<file path="config.mk">
export PLATFORM = sky130hd
export DESIGN_NAME = branch_predictor
export DESIGN_NICKNAME = d
export VERILOG_FILES = /design/src/rtl/branch_predictor.sv
export SDC_FILE = /design/constraint.sdc
export NUM_CORES = 2
export LEC_CHECK = 0
export CORE_ASPECT_RATIO = 1.25
export CORE_UTILIZATION = 50
export DETAILED_ROUTE_END_ITERATION = 10
export PLACE_DENSITY = 0.68
export SYNTH_ARGS = -nofsm -noshare
export SYNTH_HDL_FRONTEND = slang
export SYNTH_SLANG_ARGS = --single-unit
export TNS_END_PERCENT = 30
</file>
<file path="constraint.sdc">
create_clock -name clk -period 9.8 [get_ports clk]
set_input_delay 0.98 -clock clk [delete_from_list [all_inputs] [get_ports clk]]
set_output_delay 0.98 -clock clk [all_outputs]
set_load 0.02 [all_outputs]
</file>
<file path="src/rtl/branch_predictor.sv">
// Direct-mapped BTB with 2-bit saturating counters: zero-cycle lookup from if_pc, zero-cycle mispredict check on ID resolution.
// Training and performance counters update on the rising clk edge; no backpressure, at most one update per cycle.
module branch_predictor #(
    parameter int IDX_BITS = 4
) (
    input  logic        clk,
    input  logic        reset,
    input  logic [63:0] if_pc,
    output logic        pred_taken,
    output logic [63:0] pred_next_pc,
    input  logic        upd_valid,
    input  logic [63:0] upd_pc,
    input  logic        upd_taken,
    input  logic [63:0] upd_target,
    input  logic        upd_pred_taken,
    input  logic [63:0] upd_pred_target,
    output logic        mispredict,
    output logic [63:0] redirect_pc,
    output logic [31:0] branch_count,
    output logic [31:0] mispredict_count
);
    localparam int N     = 1 << IDX_BITS;
    localparam int TAG_W = 64 - IDX_BITS - 2;

    logic             valid_q [N];
    logic [TAG_W-1:0] tag_q   [N];
    logic [63:0]      tgt_q   [N];
    logic [1:0]       ctr_q   [N];
    logic [31:0]      branch_cnt_q, branch_cnt_d;
    logic [31:0]      mispred_cnt_q, mispred_cnt_d;

    logic [IDX_BITS-1:0] lk_idx, up_idx;
    logic [TAG_W-1:0]    lk_tag, up_tag;
    logic                lk_hit, up_hit;
    logic                upd_act;
    logic [63:0]         correct_pc;

    // Instruction alignment bits never participate in indexing or tagging.
    logic unused_pc_lsbs;
    assign unused_pc_lsbs = ^{if_pc[1:0], upd_pc[1:0]};

    assign lk_idx  = if_pc[IDX_BITS+1:2];
    assign lk_tag  = if_pc[63:IDX_BITS+2];
    assign up_idx  = upd_pc[IDX_BITS+1:2];
    assign up_tag  = upd_pc[63:IDX_BITS+2];
    assign lk_hit  = valid_q[lk_idx] && (tag_q[lk_idx] == lk_tag);
    assign up_hit  = valid_q[up_idx] && (tag_q[up_idx] == up_tag);
    assign upd_act = upd_valid && !reset;

    always_comb begin
        pred_taken   = !reset && lk_hit && ctr_q[lk_idx][1];
        pred_next_pc = pred_taken ? tgt_q[lk_idx] : if_pc + 64'd4;
    end

    always_comb begin
        correct_pc  = upd_taken ? upd_target : upd_pc + 64'd4;
        mispredict  = upd_act && ((upd_taken != upd_pred_taken) || (correct_pc != upd_pred_target));
        redirect_pc = upd_act ? correct_pc : 64'd0;
    end

    logic        wr_en;
    logic [1:0]  ctr_d;
    logic [63:0] tgt_d;

    always_comb begin
        wr_en = 1'b0;
        ctr_d = ctr_q[up_idx];
        tgt_d = tgt_q[up_idx];
        if (upd_act) begin
            if (up_hit) begin
                wr_en = 1'b1;
                if (upd_taken) begin
                    ctr_d = (ctr_q[up_idx] == 2'd3) ? 2'd3 : ctr_q[up_idx] + 2'd1;
                    tgt_d = upd_target;
                end else begin
                    ctr_d = (ctr_q[up_idx] == 2'd0) ? 2'd0 : ctr_q[up_idx] - 2'd1;
                end
            end else if (upd_taken) begin
                // Fresh allocation starts weakly taken so one taken outcome predicts taken.
                wr_en = 1'b1;
                ctr_d = 2'd2;
                tgt_d = upd_target;
            end
        end
    end

    always_comb begin
        branch_cnt_d  = branch_cnt_q;
        mispred_cnt_d = mispred_cnt_q;
        if (upd_act && branch_cnt_q != 32'hFFFF_FFFF)
            branch_cnt_d = branch_cnt_q + 32'd1;
        if (mispredict && mispred_cnt_q != 32'hFFFF_FFFF)
            mispred_cnt_d = mispred_cnt_q + 32'd1;
    end

    always_ff @(posedge clk) begin
        if (reset) begin
            for (int i = 0; i < N; i++) begin
                valid_q[i] <= 1'b0;
                tag_q[i]   <= '0;
                tgt_q[i]   <= '0;
                ctr_q[i]   <= 2'b01;
            end
            branch_cnt_q  <= '0;
            mispred_cnt_q <= '0;
        end else begin
            if (wr_en) begin
                valid_q[up_idx] <= 1'b1;
                tag_q[up_idx]   <= up_tag;
                tgt_q[up_idx]   <= tgt_d;
                ctr_q[up_idx]   <= ctr_d;
            end
            branch_cnt_q  <= branch_cnt_d;
            mispred_cnt_q <= mispred_cnt_d;
        end
    end

    assign branch_count     = branch_cnt_q;
    assign mispredict_count = mispred_cnt_q;
endmodule

</file>
==> metrics.md <==
| Metric | Value |
|---|---|
| CP max stage cell | nor4_1 |
| Top cell type by total area after synthesis | edfxtp_1 |
| Vias in the first global route | 73700 |
| Combinational Power Share | between 10% and 20% |
| Critical path origin | if_pc[2] |
| Placed cells | 10700 |
| Switching power | between 5 and 6 mW |
| CP dominant cell by count | mux4_2 |
| Final Total Pwr | about 21 mW |
| Synth cell types | 94 |
| Crit path max fanout | 70 |
| Crit path to | pred_next_pc[42] |
| I/O Pins | between 400 and 500 |
| Worst skew pair latency | approximately 0.93 ns |
| Vias | 77000 |
| Syn Nets | between 8000 and 9000 |
| Initial Utilization | between 50% and 60% |
| Seq/Total Area, Yosys | 56.3% |
| CTS clk-pin slew, worst paths | ~0.060 ns |
| DRC Markers | 0 |
| Core area | ~220000 µm² |
| Cts bufs inserted | 201 |
| Peak supply drop | roughly 0.00014 V |
| Syn Inst Count | roughly 7800 |
| CP Buf/Inv Count | 4 |
| Dpl ws | ~1 ns |
| Reg-to-reg slack, setup | between 3 and 4 ns |
| Async SR Flop Fraction | 0% |
| Outcome | completed |
| Highest clock rate | approximately 110 MHz |
| Yosys top cell area share | a little over half |
| Rows | ~190 |
| Layout Skew | 0.0521 ns |
| Sw frac | between 20% and 30% |
| Die height | around 520 µm |
| Detailed placer's ending HPWL | around 290 mm |
| EDFF count, synth | 1984 |
| Worst-path cell chain | buf_8 > buf_12 > mux4_2 > mux4_2 > xnor2_1 > o211ai_1 > nor4_1 > nand4_1 > nor2_4 > buf_4 > nand2_1 > o21ai_0 > clkdlybuf4s50_1 |
| Critical setup path kind | in -> out |
| Slew margin rel. | under 10% |
| Design area | 124000 µm² |
| Final hold violations | 0 |
| Layout cells sized above 1 | 19.1% |
| Fin crit period | ~9 ns |
| Crit path depth | 13 |
| Syn. warnings | 0 |
| Final slew viol count | 0 |
| H-tree lvl count | 4 |
| Worst path top cell family by delay | buffers and inverters |
| Max-cap violations | 0 |
| Initial antenna violation count | between 80 and 90 |
| Fin cells | between 10000 and 15000 |
| CP arrival | 8.05 ns |
| Largest net degree at the start of global routing | 96 |
| Area delta synth->final | 13.7% |
| CTS max path bufs | 3 |
| Pre-antenna DRT Iters | 6 |
| Critical path capture point type | output port |
| First-pass GRT wire length | between 600 and 700 mm |
| Leakage power | between 40 and 50 nW |
| Hold Crit Class | reg -> reg |
| Post-CTS Setup Inserts | 0 |
| DRT antenna net count | 0 |
| Synth Flop Type | edfxtp_1 |
| Post-CTS Resized | 0 |
| Synth top area cells | edfxtp_1 55%, mux4_2 17%, and2_1 9.7% |
| Grt total ovfl | 0 |
| Clock share of power | 37.9% |
| PwrDens | approximately 170 nW/µm² |
| Reg-to-Reg Start | tag_q[7][35] |
| RD Place Congestion | around 1.0 |
| RSZ-0062 raised after global routing | false |
| Post-CTS Hold Buffers | 0 |
| Clk sinks | 2064 |
| CTS tree | yes |
| Fin crit share | 92.1% |
| Layout Nets | between 8000 and 9000 |
| Worst-Margin Slew | roughly 1.3 ns |
| Fin util | ~57% |
| Wirelength, routed | 445 mm |
| PortBufs | around 450 |
| Crit path largest cell delay | 1.15 ns |
| Setup ws final | 0.772 ns |
| Chip width | around 420 µm |
| Routed len/inst | 40.1 µm |
| Worst r2r dst | ctr_q[11][0] |
| Via density | 6.94 |
| WHS | roughly 0.48 ns |
| Int Power | between 15 and 20 mW |
| CP Launch Type | primary input |
| Post-Place Cell Area | 117000 µm² |
| Setup TNS Final | 0 ns |
| Seq pwr share | a little under 50% |
| Full die area | 219000 µm² |
| Worst R2R Path Depth | 12 |
| Final setup violation count | 0 |
| Syn Area/Cell | ~14 µm² |
| DRT iter0 DRCs | around 13000 |
| Root Buffer | clkbuf_16 |
| Worst EP required | about 9 ns |
| Gr usage total | between 40% and 50% |
| Register bit total from synthesis | roughly 2100 |
| Synth Cell Area | approximately 110000 µm² |
[cells in the final DEF, fill, tap and decap left out, types with 40 or more instances in the layout]
master | Yosys | layout
o21ai_0 | 174 | 141
nor4_1 | 57 | 56
mux2_2 | 64 | 64
edfxtp_1 | 1984 | 1984
nor2_1 | 243 | 208
nor3_1 | 347 | 347
o22ai_1 | 40 | 40
clkbuf_16 | 0 | 207
clkbuf_1 | 586 | 47
dfxtp_1 | 80 | 80
clkinv_1 | 11 | 52
clkdlybuf4s50_1 | 0 | 444
xor2_1 | 115 | 115
xnor2_1 | 189 | 188
nand4_1 | 109 | 109
mux2i_1 | 144 | 144
and2_1 | 1694 | 1694
diode_2 | 0 | 71
nand2_1 | 271 | 262
nand3_1 | 92 | 92
buf_4 | 18 | 245
mux4_2 | 799 | 799
a21oi_1 | 78 | 78
[worst min path at each step]
stage / from / to / cells after the start
after floorplan: valid_q[13] / valid_q[13] / 1
after global placement: valid_q[11] / valid_q[11] / 1
after detailed placement: valid_q[15] / valid_q[15] / 1
after CTS: valid_q[15] / valid_q[15] / 1
after global routing: valid_q[13] / valid_q[13] / 1
final: valid_q[15] / valid_q[15] / 1
[power by group through the flow]
| stage | Clock, mW | Combinational, mW | Sequential (mW) |
|---|---|---|---|
| finish | 8.04 | 2.86 | 10.3 |
| global route | 8.35 | 2.87 | 10.3 |
| CTS | 8.04 | 2.76 | 10.3 |
| detailed placement | 0 | 2.75 | 10.5 |
| global placement | 0 | 2.74 | 10.4 |
| floorplan | 0 | 1.49 | 10.5 |
[flip-flops by register name, summed over array words and instances, names as in the netlist]
signal and count:
ctr_q 32, tgt_q 1024, mispredict_count 32, tag_q 928, valid_q 16, branch_count 32
[per-layer routing]
| metal | track usage, % | share of wire [%] | up-vias |
|---|---|---|---|
| met1 | 48.0 | 32 | 39200 |
| met3 | 11.6 | 13 | 1540 |
| met4 | 32.6 | 9.3 | 26 |
| li1 | - | - | 29900 |
| met5 | 0 | 0.041 | - |
| met2 | 61.1 | 46 | 6378 |
[area by class of cell]
class	instances	area (µm²)
fillers	17000	92700
flip-flops and latches	2064	61200
multi-input cells	4920	44900
repair buffers	725	6930
clock buffers	259	5430
well taps	2895	3620
clock inverters	115	1240
inverters	47	181
diodes	71	178
[synth_stat cells (all sizes together), types with 16 or more instances]
cell / n
inv: 36
clkbuf: 587
nand2b: 16
nand4: 112
or3: 36
o31ai: 29
a211oi: 22
o21ai: 180
and3: 36
nor3: 352
a21oi: 78
edfxtp: 1984
xor2: 115
nor2b: 21
and2: 1695
xnor2: 189
or4: 25
o22ai: 40
mux4: 799
nor4: 59
and4: 36
a22oi: 36
mux2: 70
dfxtp: 80
nand2: 271
mux2i: 144
a22o: 20
nor2: 244
buf: 206
a21o: 20
nand3: 93
[cells by family (layout without fill, tap and decap cells)]
| group | after synthesis | in the layout | share of synthesized area, % |
|---|---|---|---|
| and+or+nand+nor | 3043 | 3043 | 16.1 |
| DFF | 2064 | 2064 | 56.3 |
| muxes | 1013 | 1013 | 18.6 |
| xor gates and xnor gates | 308 | 308 | 2.53 |
| other | 0 | 71 | 0 |
| buffers and inverters | 840 | 1146 | 3.09 |
| adders and majority gates | 8 | 8 | 0.0898 |
| AOI/OAI and AO/OA | 548 | 548 | 3.30 |
Power figures use the tool's default switching activity.
